$ cat src/rtl/sram_serial_top.sv
// Serial-loaded word memory: bits shift in, get latched as write data, and are written/read by address.
// Optional macro SRAM_RD_FORWARD_EN: same-edge write+read performs both, forwarding write data to the read.
module sram_serial_top #(
  parameter int ROWS = 16,
  parameter int COLS = 8,
  localparam int AW = (ROWS > 1) ? $clog2(ROWS) : 1
) (
  input  logic            clk,
  input  logic            arst_n,
  input  logic            serial_in,
  input  logic            shift,
  input  logic            load,
  input  logic            w_en,
  input  logic            r_en,
  input  logic [AW-1:0]   addr,
  output logic            data_valid,
  output logic [COLS-1:0] data_out
);

  logic [COLS-1:0] shift_reg;
  logic [COLS-1:0] wdata_reg;
  logic [COLS-1:0] mem [ROWS];
  logic [COLS-1:0] rd_word;
  logic [COLS-1:0] rd_data;
  logic            rd_accept;

  // Address decode by comparison: out-of-range addresses match no word and read as zero.
  always_comb begin
    rd_word = '0;
    for (int i = 0; i < ROWS; i++) begin
      if (addr == AW'(i)) rd_word = mem[i];
    end
  end

`ifdef SRAM_RD_FORWARD_EN
  localparam logic [AW:0] ROWS_W = (AW+1)'(ROWS);
  logic addr_ok;
  assign addr_ok   = ({1'b0, addr} < ROWS_W);
  assign rd_accept = r_en;
  assign rd_data   = (w_en && addr_ok) ? wdata_reg : rd_word;
`else
  assign rd_accept = r_en & ~w_en;
  assign rd_data   = rd_word;
`endif

  always_ff @(posedge clk or negedge arst_n) begin
    if (!arst_n) begin
      shift_reg <= '0;
      wdata_reg <= '0;
    end else begin
      if (shift) shift_reg <= {shift_reg[COLS-2:0], serial_in};
      if (load)  wdata_reg <= shift_reg;
    end
  end

  always_ff @(posedge clk or negedge arst_n) begin
    if (!arst_n) begin
      for (int i = 0; i < ROWS; i++) mem[i] <= '0;
    end else begin
      for (int i = 0; i < ROWS; i++) begin
        if (w_en && addr == AW'(i)) mem[i] <= wdata_reg;
      end
    end
  end

  always_ff @(posedge clk or negedge arst_n) begin
    if (!arst_n) begin
      data_valid <= 1'b0;
      data_out   <= '0;
    end else begin
      data_valid <= rd_accept;
      if (rd_accept) data_out <= rd_data;
    end
  end

endmodule

$ cat config.mk
export PLATFORM = sky130hd
export DESIGN_NAME = sram_serial_top
export DESIGN_NICKNAME = d
export VERILOG_FILES = /design/src/rtl/sram_serial_top.sv
export SDC_FILE = /design/constraint.sdc
export NUM_CORES = 1
export LEC_CHECK = 0
export CORE_ASPECT_RATIO = 1.5
export CORE_MARGIN = 3
export CORE_UTILIZATION = 61
export DETAILED_ROUTE_END_ITERATION = 16
export PLACE_DENSITY_LB_ADDON = 0.15
export SLEW_MARGIN = 40
export SYNTH_ARGS = -nofsm -noshare
export SYNTH_HDL_FRONTEND = slang
export SYNTH_SLANG_ARGS = --single-unit
$ cat constraint.sdc
create_clock -name clk -period 2.7 [get_ports clk]
set_clock_uncertainty 0.15 [all_clocks]
set_input_delay 0.675 -clock clk [delete_from_list [all_inputs] [get_ports clk]]
set_output_delay 0.675 -clock clk [all_outputs]
set_load 0.03 [all_outputs]
==> results.md <==
* Final nets at around 600
* Yosys reg bits at 153
* Area growth syn-to-layout at 17.90%
* Status: finished, final reports clean
* First-pass GRT wire length at about 28000 µm
* Synth Flop Type: dfrtp_1
* Worst reg2reg setup slack at 0.92 ns
* Gr ovfl total at 0
* DR pass1 iterations at 4
* Die Y at between 100 and 150 µm
* Share of layout cells above drive strength 1 at 43.94%
* Worst Reg2Reg Path Length in Cells at 4
* H-tree levels at 4
* Max FFs per register at between 100 and 150
* Fmax at around 410 MHz
* GRT Overall Usage at 27.65%
* Initial Util at approximately 63%
* Area of the mapped netlist at 7248 µm²
* Vias in the first global route at between 5000 and 6000
* Switching share of power at between 20% and 30%
* Worst Tran Pin Value at between 0.6 and 0.7 ns
* Power share of the clock group at 31.1%
* Chip width at about 95 µm
* Max cap viols at 0
* TritonCTS Buffers at 17
* CP cell instances: clkdlybuf4s50_1 > buf_4 > buf_4 > mux2_2 > a21oi_1 > o211ai_1 > a2bb2oi_1 > a31oi_1
* Cell internal pwr at roughly 0.0057 W
* Dpl ws at -0.1387 ns
* Reg2reg start: mem[111]
* Final Slew Violations at 0
* GP Congestion at around 0.86
* Vias per cell at just over 6
* Pleak at around 3.7 nW
* Fin worst setup slack at roughly 0.23 ns
* Post-synth EDFFs at 0
* Via count at 4763
* DRC viols at 0
* CTS clk-pin slew, worst paths at approximately 0.06 ns
* Logic pwr share at 20.9%
* Routed Wire Length at 16820 µm
* Rows at 48
* Commonest cells after routing, fill and taps aside: 154 x mux2_2, 153 x dfrtp_1, 39 x buf_4
* Setup Fix Bufs, Post-CTS at 0
* Seq/Total Area, Yosys at approximately 53%
* PwrDens at 925.3 nW/µm²
* Initial antenna violation count at 0
* RSZ-0062 raised after global routing: false
* Slowest cell on the critical path: clkdlybuf4s50_1
* Post-CTS sizing at 0
* CP startpoint kind: input port
* CORE AREA at ~12000 µm²
* Placed Cells at ~740
* Post-Syn Area per Cell at 13.01 µm²
* CP dominant cell by count: buf_4
* Clock Latency Late Sink at slightly above 0.4 ns
* Total power draw at 0.007908 W
* Post-synth ARST share at 100.0%
* Max Root-Sink Buffers at 2
* Initial drt markers at 211
* Die ar. at ~13000 µm²
* Peak supply drop at 0.0005326 V
* CP Capture Type: flop
* Final Hold Viols at 0
* N_diodes at 0
* Post-DP HPWL at ~12000 µm
* Commonest non-fill, non-tap cell in the layout: mux2_2
* CP arrival at roughly 2.6 ns
* Yosys cell types at 50
* Top Ports at 20
* CP peak stage delay at roughly 0.6 ns
* Largest net degree at the start of global routing at 66
* Tmin final at about 2.5 ns
* PortBufs at 19
* Yosys warning count at 0
* Syn_nets at around 570
* Share of power burned in registers at 47.9%
* Hold-fix buffers, CTS at 0
* Worst EP required at roughly 2.8 ns
* Critical setup path kind: input port to flop
* Largest Register: mem
* Final setup vio count at 0
* Hold crit path type: input port to async pin
* Max_slew headroom at 59.71%
* Setup TNS at 0 ns
* CTS tree: built
* Routed len/inst at between 20 and 25 µm
* Period utilisation layout at 91.38%
* Net Sw Power at 0.002199 W
* R2r endpoint: data_out[7]
* CP max FO at 6
* Post-Layout Cell Count at 769
* # clock sinks at about 150
* Post-Synthesis Cells at between 500 and 600
* Root Buffer: clkbuf_16
* Post-DRT Antenna Nets at 0
## power by group through the flow
stage                     registers [W]  logic (W)  clock network (W)
after floorplan                 0.00355    0.00130                  0
after global placement          0.00374    0.00157                  0
after detailed placement        0.00380    0.00165                  0
after CTS                       0.00378    0.00167            0.00250
after global routing            0.00390    0.00182            0.00261
final                           0.00379    0.00165            0.00246
## cells in the mapped netlist (4+ instances only)
master    instances  area [µm²]
inv_1             6       22.52
o211ai_1          4       30.03
mux4_2            9       202.7
nand2b_1          6       37.54
nor2_4            6       67.56
a21oi_1          27       135.1
dfrtp_1         153        3829
a31oi_1           9       56.30
buf_4            10       75.07
a21o_1            4       30.03
o22ai_1           7       43.79
nor2_1           17       63.81
clkbuf_1         16       60.06
buf_2             9       45.04
nand3_1           6       30.03
mux2_2          154        1734
buf_6             4       45.04
nor2_2            6       37.54
o21ai_0          22       110.1
nand2_2           4       25.02
mux2i_1          13       130.1
nand2_1          17       63.81
## through the flow
stage          utilization [%]  hold slack (ns)  area (µm²)
2_1_floorplan                -           0.2294        7248
3_3_place_gp             68.37           0.3131        7925
3_5_place_dp             68.37           0.3382        7925
4_1_cts                  73.73          0.03895        8546
5_1_grt                  73.73          0.04593        8546
6_report                 73.73          0.02086        8546
## cell type report
class                      instances  area [µm²]
timing repair buffer              70       714.4
fill                             777        3045
clock buffer                      21       480.5
inverter                           7       26.28
multi-input combinational        358        3168
tap                              150       187.7
sequential                       153        3829
clock inverter                    10       140.1
## cell families after synthesis
logic type | Yosys count | synth area share [%]
DFF | 153 | 52.82
buffers and inverters | 46 | 3.470
and+or+nand+nor | 87 | 6.974
muxes | 177 | 28.67
AOI/OAI and AO/OA | 94 | 8.062
## layer usage
metal  share of wire, %  routed length, µm  up-vias  track usage [%]
li1                   -                  -     2149                -
met1                 38               6462     2445            33.96
met2                 54               9159      126            47.81
met3                4.0                680       43            5.138
met4                3.1                517        0            10.34
met5                  0                  0        -                0
## how the worst max path moves through the flow
stage / start / endpoint / slack, ns / cells after the start
detailed placement: addr[2] / data_out[5] / -0.14 / 8
finish: addr[2] / data_out[5] / 0.23 / 8
floorplan: addr[0] / mem[88] / 0.53 / 5
global placement: addr[2] / data_out[1] / -0.09 / 8
global route: addr[2] / data_out[1] / 0.16 / 8
CTS: addr[2] / data_out[5] / 0.27 / 8
## critical path, delay by kind of cell
family                 cells  cell delay [ns]
AOI/OAI and AO/OA          4             0.64
buffers and inverters      3             0.94
muxes                      1             0.33
Power figures use the tool's default switching activity.
